File: src/rtl/uart_frame_rx.sv
// Buffered UART receiver: 2-flop synchroniser, framing FSM with optional parity, output FIFO.
// Define UART_RX_MAJORITY_EN for 2-of-3 majority sampling around each bit centre.
module uart_frame_rx #(
    parameter int CLK_FREQ   = 50_000_000,
    parameter int BAUD_RATE  = 9_600,
    parameter int PARITY     = 0,
    parameter int DO_WIDTH   = 8,
    parameter int FIFO_DEPTH = 4
) (
    input  logic                clk,
    input  logic                rst,
    input  logic                uart_rx,
    output logic [DO_WIDTH-1:0] dout,
    output logic                dout_vld,
    input  logic                dout_rdy,
    output logic [2:0]          err_out
);

    localparam int CLKIN_DIV = CLK_FREQ / BAUD_RATE;
    localparam int HALF      = CLKIN_DIV / 2;
    localparam int CNT_W     = $clog2(CLKIN_DIV);
    localparam int PTR_W     = $clog2(FIFO_DEPTH);
    localparam int OCC_W     = PTR_W + 1;
    localparam bit PAR_ODD   = (PARITY == 2);

    typedef enum logic [2:0] {
        S_IDLE, S_START, S_DATA, S_PAR, S_STOP, S_BREAK
    } state_t;

    state_t               state, state_nxt;
    logic                 rx_meta, rxs;
    logic [CNT_W-1:0]     cnt;
    logic                 tick;
    logic                 samp_en, samp_bit;
    logic [DO_WIDTH-1:0]  sh;
    logic [3:0]           bit_cnt;
    logic                 par_bad;
    logic                 shift_en, par_chk, push_req, frame_err, par_err;
    logic                 pop, push, full, ovf;
    logic [DO_WIDTH-1:0]  mem [FIFO_DEPTH];
    logic [PTR_W-1:0]     wr_ptr, rd_ptr;
    logic [OCC_W-1:0]     count;

    // NOTE: state uses non-blocking assignments so every flop updates from pre-edge values.
    always_ff @(posedge clk or negedge rst) begin
        if (!rst) begin
            rx_meta <= 1'b1;
            rxs     <= 1'b1;
        end else begin
            rx_meta <= uart_rx;
            rxs     <= rx_meta;
        end
    end

    // Baud counter is parked at HALF-1 while idle so START samples mid start bit.
    always_ff @(posedge clk or negedge rst) begin
        if (!rst) begin
            cnt <= '0;
        end else if (state == S_IDLE) begin
            cnt <= CNT_W'(HALF - 1);
        end else if (state != S_BREAK) begin
            cnt <= (cnt == '0) ? CNT_W'(CLKIN_DIV - 1) : cnt - 1'b1;
        end
    end

    assign tick = (state inside {S_START, S_DATA, S_PAR, S_STOP}) && (cnt == '0);

`ifdef UART_RX_MAJORITY_EN
    logic [1:0] hist;
    logic       tick_d;

    // Decision lands one cycle after the centre, once the centre+1 sample is on rxs.
    always_ff @(posedge clk or negedge rst) begin
        if (!rst) begin
            hist   <= 2'b11;
            tick_d <= 1'b0;
        end else begin
            hist   <= {hist[0], rxs};
            tick_d <= tick;
        end
    end

    assign samp_en  = tick_d;
    assign samp_bit = (hist[1] & hist[0]) | (hist[1] & rxs) | (hist[0] & rxs);
`else
    assign samp_en  = tick;
    assign samp_bit = rxs;
`endif

    always_ff @(posedge clk or negedge rst) begin
        if (!rst) state <= S_IDLE;
        else      state <= state_nxt;
    end

    // NOTE: every output of this block gets a default first, so no path can infer a latch.
    always_comb begin
        state_nxt = state;
        shift_en  = 1'b0;
        par_chk   = 1'b0;
        push_req  = 1'b0;
        frame_err = 1'b0;
        par_err   = 1'b0;
        unique case (state)
            S_IDLE:  if (!rxs) state_nxt = S_START;
            S_START: if (samp_en) state_nxt = samp_bit ? S_IDLE : S_DATA;
            S_DATA: begin
                if (samp_en) begin
                    shift_en = 1'b1;
                    if (bit_cnt == 4'(DO_WIDTH - 1))
                        state_nxt = (PARITY != 0) ? S_PAR : S_STOP;
                end
            end
            S_PAR: begin
                if (samp_en) begin
                    par_chk   = 1'b1;
                    state_nxt = S_STOP;
                end
            end
            S_STOP: begin
                if (samp_en) begin
                    if (!samp_bit) begin
                        frame_err = 1'b1;
                        state_nxt = S_BREAK;
                    end else begin
                        par_err   = par_bad;
                        push_req  = !par_bad;
                        state_nxt = S_IDLE;
                    end
                end
            end
            S_BREAK: if (rxs) state_nxt = S_IDLE;
            default: state_nxt = S_IDLE;
        endcase
    end

    always_ff @(posedge clk or negedge rst) begin
        if (!rst) begin
            sh      <= '0;
            bit_cnt <= '0;
            par_bad <= 1'b0;
        end else begin
            if (state == S_IDLE) begin
                bit_cnt <= '0;
                par_bad <= 1'b0;
            end
            if (shift_en) begin
                sh      <= {samp_bit, sh[DO_WIDTH-1:1]};
                bit_cnt <= bit_cnt + 1'b1;
            end
            if (par_chk)
                par_bad <= samp_bit ^ (^sh) ^ PAR_ODD;
        end
    end

    // A pop in the same cycle frees the slot, so a push into a full FIFO still lands.
    assign dout_vld = (count != '0);
    assign full     = (count == OCC_W'(FIFO_DEPTH));
    assign pop      = dout_vld && dout_rdy;
    assign push     = push_req && (!full || pop);
    assign ovf      = push_req && full && !pop;
    assign dout     = dout_vld ? mem[rd_ptr] : '0;

    // NOTE: the storage array has no reset; an entry is only visible after it is written.
    always_ff @(posedge clk) begin
        if (push) mem[wr_ptr] <= sh;
    end

    always_ff @(posedge clk or negedge rst) begin
        if (!rst) begin
            wr_ptr <= '0;
            rd_ptr <= '0;
            count  <= '0;
        end else begin
            if (push) wr_ptr <= wr_ptr + 1'b1;
            if (pop)  rd_ptr <= rd_ptr + 1'b1;
            case ({push, pop})
                2'b10:   count <= count + 1'b1;
                2'b01:   count <= count - 1'b1;
                default: count <= count;
            endcase
        end
    end

    always_ff @(posedge clk or negedge rst) begin
        if (!rst) err_out <= '0;
        else      err_out <= {ovf, par_err, frame_err};
    end

endmodule

File: config.mk
export PLATFORM = sky130hd
export DESIGN_NAME = uart_frame_rx
export DESIGN_NICKNAME = d
export VERILOG_FILES = /design/src/rtl/uart_frame_rx.sv
export SDC_FILE = /design/constraint.sdc
export NUM_CORES = 1
export LEC_CHECK = 0
export CAP_MARGIN = 30
export CORE_MARGIN = 5
export CORE_UTILIZATION = 61
export CTS_BUF_LIST = sky130_fd_sc_hd__clkbuf_8
export DETAILED_ROUTE_END_ITERATION = 10
export PLACE_DENSITY = 0.88
export SETUP_SLACK_MARGIN = 0.1
export SKIP_LAST_GASP = 1
export SYNTH_ARGS = -nofsm -noshare
export SYNTH_HDL_FRONTEND = slang
export SYNTH_SLANG_ARGS = --single-unit
File: constraint.sdc
create_clock -name clk -period 3.4 [get_ports clk]
set_input_delay 0.51 -clock clk [delete_from_list [all_inputs] [get_ports clk]]
set_output_delay 0.51 -clock clk [all_outputs]
set_load 0.01 [all_outputs]
# After elaboration in Yosys (flattened, before gate mapping)
# Memories as Yosys holds them, arrays and structs flattened.
# Index checks and enable logic that the tools add are counted.
# totals
register_bits,41
latchBits,0
mem_bits_rw,32
rom_bits,0
inputBits,4
output_inout_bits,12
elab_cells,88
n_memories,1
# memory_table
memory,words,word_bits,read_ports,rd_ports_with_merged_regs,write_ports,line_no,text
mem,4,8,1,0,1,40,logic [DO_WIDTH-1:0] mem [FIFO_DEPTH];
# classes
n_addsub,6
mul,0
div,0
order_cmp,0
n_eq_ne,17
shifts,0
n_mux,33
bitwise_logic,1
n_reduce_logical,19
# op_table
cell,n
13-bit two-way mux,3
3-bit two-way mux,8
3-bit one-hot mux with 6 select lines,1
1-bit two-way mux,16
13-bit zero test,1
"13-bit by 1-bit subtractor with 13-bit output, second input constant",1
"2-bit != test, second input constant",6
"3-bit equality test, second input constant",3
4-bit two-way mux,2
8-bit two-way mux,1
2-bit nonzero test,4
8-bit parity,1
7-bit AND reduction,1
"3-bit by 2-bit equality test with 1-bit output, second input constant",2
3-bit one-hot mux with 2 select lines,1
1-bit logical AND,5
"2-bit by 1-bit adder with 2-bit output, second input constant",2
"4-bit by 1-bit adder with 4-bit output, second input constant",1
"4-bit by 3-bit equality test with 1-bit output, second input constant",1
4-bit nonzero test,1
"3-bit by 1-bit adder with 3-bit output, second input constant",1
"3-bit by 1-bit equality test with 1-bit output, second input constant",1
1-bit zero test,3
3-bit zero test,1
other kinds (9),9

# Depth between registers and ports, before layout
# logic_depth
depth_word,8
depth_mapped,10
ltp_nobuf,10

# Worst setup path after synthesis
# Ideal clock, no wire load.
# synth_path
path_type,register to register
from,register cnt[0]
to,register count[2]
setup_time_ps,126
arrival_time_ps,2301
t_required_ps,3274
setup_slack_ps,973
path_stages_with_launch,11
path_buffers,0
synth_period_minus_slack_ps,2427
cell_sequence,dfrtp_1 -> inv_1 -> ha_1 -> nor4b_1 -> nand3_1 -> nor3_2 -> nor2_1 -> fa_1 -> a211oi_1 -> a311o_1 -> nand3_1
# synth_between
elab_chain_cells,7
word_cells_on_any_way,9
cone_classes,eq/ne: 2; mux: 3; reduce/logical: 4
# synth_lines
item,line_no,text
from (decl),32,logic [CNT_W-1:0] cnt;
from (signal assigned),60,cnt <= CNT_W'(HALF - 1);
from (signal assigned),62,cnt <= (cnt == '0) ? CNT_W'(CLKIN_DIV - 1) : cnt - 1'b1;
13-bit zero test *,66,"assign tick = (state inside {S_START, S_DATA, S_PAR, S_STOP}) && (cnt == '0);"
1-bit logical AND *,66,
1-bit two-way mux *,120,if (samp_en) begin
1-bit two-way mux *,103,unique case (state)
1-bit logical AND *,159,assign push = push_req && (!full || pop);
2-bit by 1-bit equality test with 1-bit output or 2-bit equality test (tied branches),176,"case ({push, pop})"
3-bit one-hot mux with 2 select lines or 2-bit nonzero test (tied branches),-,
to (signal assigned),177,2'b10: count <= count + 1'b1;
to (signal assigned),178,2'b01: count <= count - 1'b1;
to (signal assigned),179,default: count <= count;
to (decl),42,logic [OCC_W-1:0] count;
# Mark *: on every way between the ends. The rest lies on a longest branch, timed or not.
# A chain may end at the register's enable or synchronous reset.

# Worst setup path after layout
# layout_path
from,register cnt[8]
to,register count[1]
# The elaborated chain is that of the path after synthesis.

==> run metrics <==
outcome=finished, final reports clean; main combinational cell family by area after synthesis=simple AND/OR/NAND/NOR gates; Initial Utilization=63.0%; f_max=344 MHz; Longest Clk Path Bufs=2; fraction of registers with async set/reset=56.2%; gr usage total=20.0%; worst min path class=primary input to asynchronous set/reset pin; area grow syn2layout=10.6%; Compound-Gate Fraction of Synth Area=11.3%; overall routed net length=6680 um; fin crit period=2910 ps; first-pass GRT wire length=11200 um; Placed Cells incl. Taps=358; Die ar.=7340 um2; met3 Use GR=6.24%; vias in the first global route=2254; Startpoint Class=flop; Layout Cells excl Fill=376; Clock Sinks=73; max-capacitance violation count=0; EDFF count, synth=32; pre-CTS setup slack=538 ps; top-count cell post-synth=dfrtp_1; vias=2340; DP HPWL=4510 um; Antenna Violating Nets Remaining=0; dpl cell area=3670 um2; busiest grt layer=met2; H-tree Lvls=3; clock skew=11.0 ps; sequential area share after synthesis=57.0%; GRT overflow=0; XOR/XNOR Fraction of Synth Area=3.01%; met1 Use GR=26.0%; I/O Pins=16; Slew Viols, Final=0; post-synthesis simple-gate area fraction=14.5%; Synth area leaders=dfrtp_1 28%, edfxtp_1 28%, mux4_2 5.2%; mux contribution to synthesized area=8.06%; GR Layer Usage met2=32.2%; PnR worst setup slack=490 ps; Setup Viol. Count Final=0; maximum vdd drop=312 uV; Rows=27; most frequent cells after synthesis=39 x dfrtp_1, 32 x edfxtp_1, 19 x nand2_1; Detailed Routing Iterations Pass 1=5; initial antenna violation count=0; Seq cells post-synth=73; CTS tree=built; leakage=1.60 nW; Mapped Area=3490 um2; Worst Path Max Fanout=7; initial DRC count=188; synthesized area per cell=12.2 um2; Num CTS Buffers=9; Synth Area in Adders=3.08%; Synth top area share=28.0%; FILL cells=355; Synth cell types=52; ant diodes=0; cells after synthesis=285; RSZ-0062 raised after global routing=false; GP Congestion=0.877; Die Y=85.7 um; root buffer cell=clkbuf_8; crit-path cells=nor4_1 -> nand3_1 -> nor3_2 -> nor2_1 -> fa_1 -> o41ai_1 -> a21oi_1 -> o221a_2; crit path kind=flop to flop; Post-CTS Setup Bufs=0; Ys Warns=0; # resized after CTS=0; port bufs=15; number of nets in the layout=311; Main synth FF type=dfrtp_1; DR DRC count=0; Yosys top cell by area=dfrtp_1; final period utilization=85.6%; Skew-Pair Late Insertion Delay=350 ps; Crit path required time=3690 ps; Critical Path Max Stage Delay=650 ps; Post-Layout Inst Area=3860 um2; share of cells above drive strength 1=16.1%; CP max-delay cell=nor4_1; largest net degree at the start of global routing=42; Slew @ Worst Pin=711 ps; Clock transition at path regs=80 ps; reg-to-reg startpoint=cnt[8]; post-synth net total=297; Die X=85.7 um; CP Launch Point=cnt[8]; Hold Vio Cnt, Final=0; DR vias/cell=6.22; Worst EP arrival=3200 ps; Slew HR=52.2%; CP Capture Type=flop; DR WL/cell=17.8 um; Core ar.=5540 um2; Power Dens Cells=475 nW/um2; Fin Setup TNS=0 ps; post-cts hold buffer count=0
[power breakdown]
group,internal [W],total (W),switching (W)
Combinational,0.000119,0.000250,0.000131
Clock,0.000256,0.000565,0.000309
Sequential,0.000940,0.00102,0.0000795
Total,0.00132,0.00184,0.000520
[layout by cell type (no fill, tap or decap), types with 2 or more instances in the layout]
master            n
a22o_1            4
and2_1           13
mux4_2            8
a21o_1            2
nor3b_1           2
nand2_1          19
o41ai_1           4
and3_1            4
nor3_1            8
nand3_1           7
ha_1              7
clkdlybuf4s50_1  14
a21oi_1          13
o221a_2           2
nor2b_1           3
clkbuf_8          9
mux2_2            9
clkinvlp_4        3
nor3_2            2
nor4_1            6
dfstp_2           2
dfrtp_1          39
o22a_1            3
xnor2_1          12
edfxtp_1         32
clkinv_2          2
a31oi_1           4
inv_1            10
buf_4             3
o21ai_0          15
nor2_1           18
or4_4             2
[final timing paths]
check | slack (ps) | depth (start not counted) | to
setup / recovery | 490 | 8 | count[1]
hold / removal | 130 | 2 | cnt[0]
setup reg to reg | 490 | 8 | count[1]
hold reg to reg | 360 | 0 | rxs
max in group asynchronous | 3010 | 2 | rx_meta
min in group clk | 360 | 0 | rxs
[logic make-up (layout without fill, tap and decap cells)]
logic type                 after synthesis  count (layout)
DFF                                     73              73
buffers and inverters                   25              44
muxes                                   17              17
AOI/OAI and AO/OA                       57              57
xor gates and xnor gates                12              12
adders and majority gates                8               8
and+or+nand+nor                         93              93
[registers in the layout, summed over array words and instances (netlist names)]
register,count
mem,32
count,3
rd_ptr,2
cnt,13
wr_ptr,2
state,3
sh,8
err_out,3
rx_meta,1
par_bad,1
bit_cnt,4
rxs,1
[critical path: cells and delay by family (launching register included)]
| family | cells | cell delay [ps] |
|---|---|---|
| AND/OR/NAND/NOR | 4 | 1390 |
| flip-flops | 1 | 440 |
| adder cells (fa/ha/maj) | 1 | 550 |
| AO/OA/AOI/OAI | 3 | 470 |
[per-stage QoR]
stage | utilization (%) | total power (W) | hold WS, ps
3_5_place_dp | 66.2 | 0.00129 | 347
2_1_floorplan | - | 0.00119 | 214
6_report | 69.7 | 0.00184 | 130
4_1_cts | 69.2 | 0.00184 | 322
3_3_place_gp | 66.2 | 0.00125 | 348
5_1_grt | 69.7 | 0.00192 | 136
[metal layers]
layer  part of all wire (%)  wire [um]  up-vias
met5                      0          0        -
met4                    1.9        129        0
met3                    6.6        443       21
met2                     50       3370       99
met1                     41       2740     1139
li1                       -          -     1081
[final cells by class]
class                      count  area, um2  share of cell area, %
multi-input combinational    187       1390                   36.1
timing repair buffer          20        195                   5.06
clock inverter                 7       40.0                   1.04
sequential                    73       1990                   51.5
clock buffer                   9        124                   3.21
inverter                       8       30.0                  0.778
tap                           72       90.1                   2.33
(Power assumes the default switching activity.)
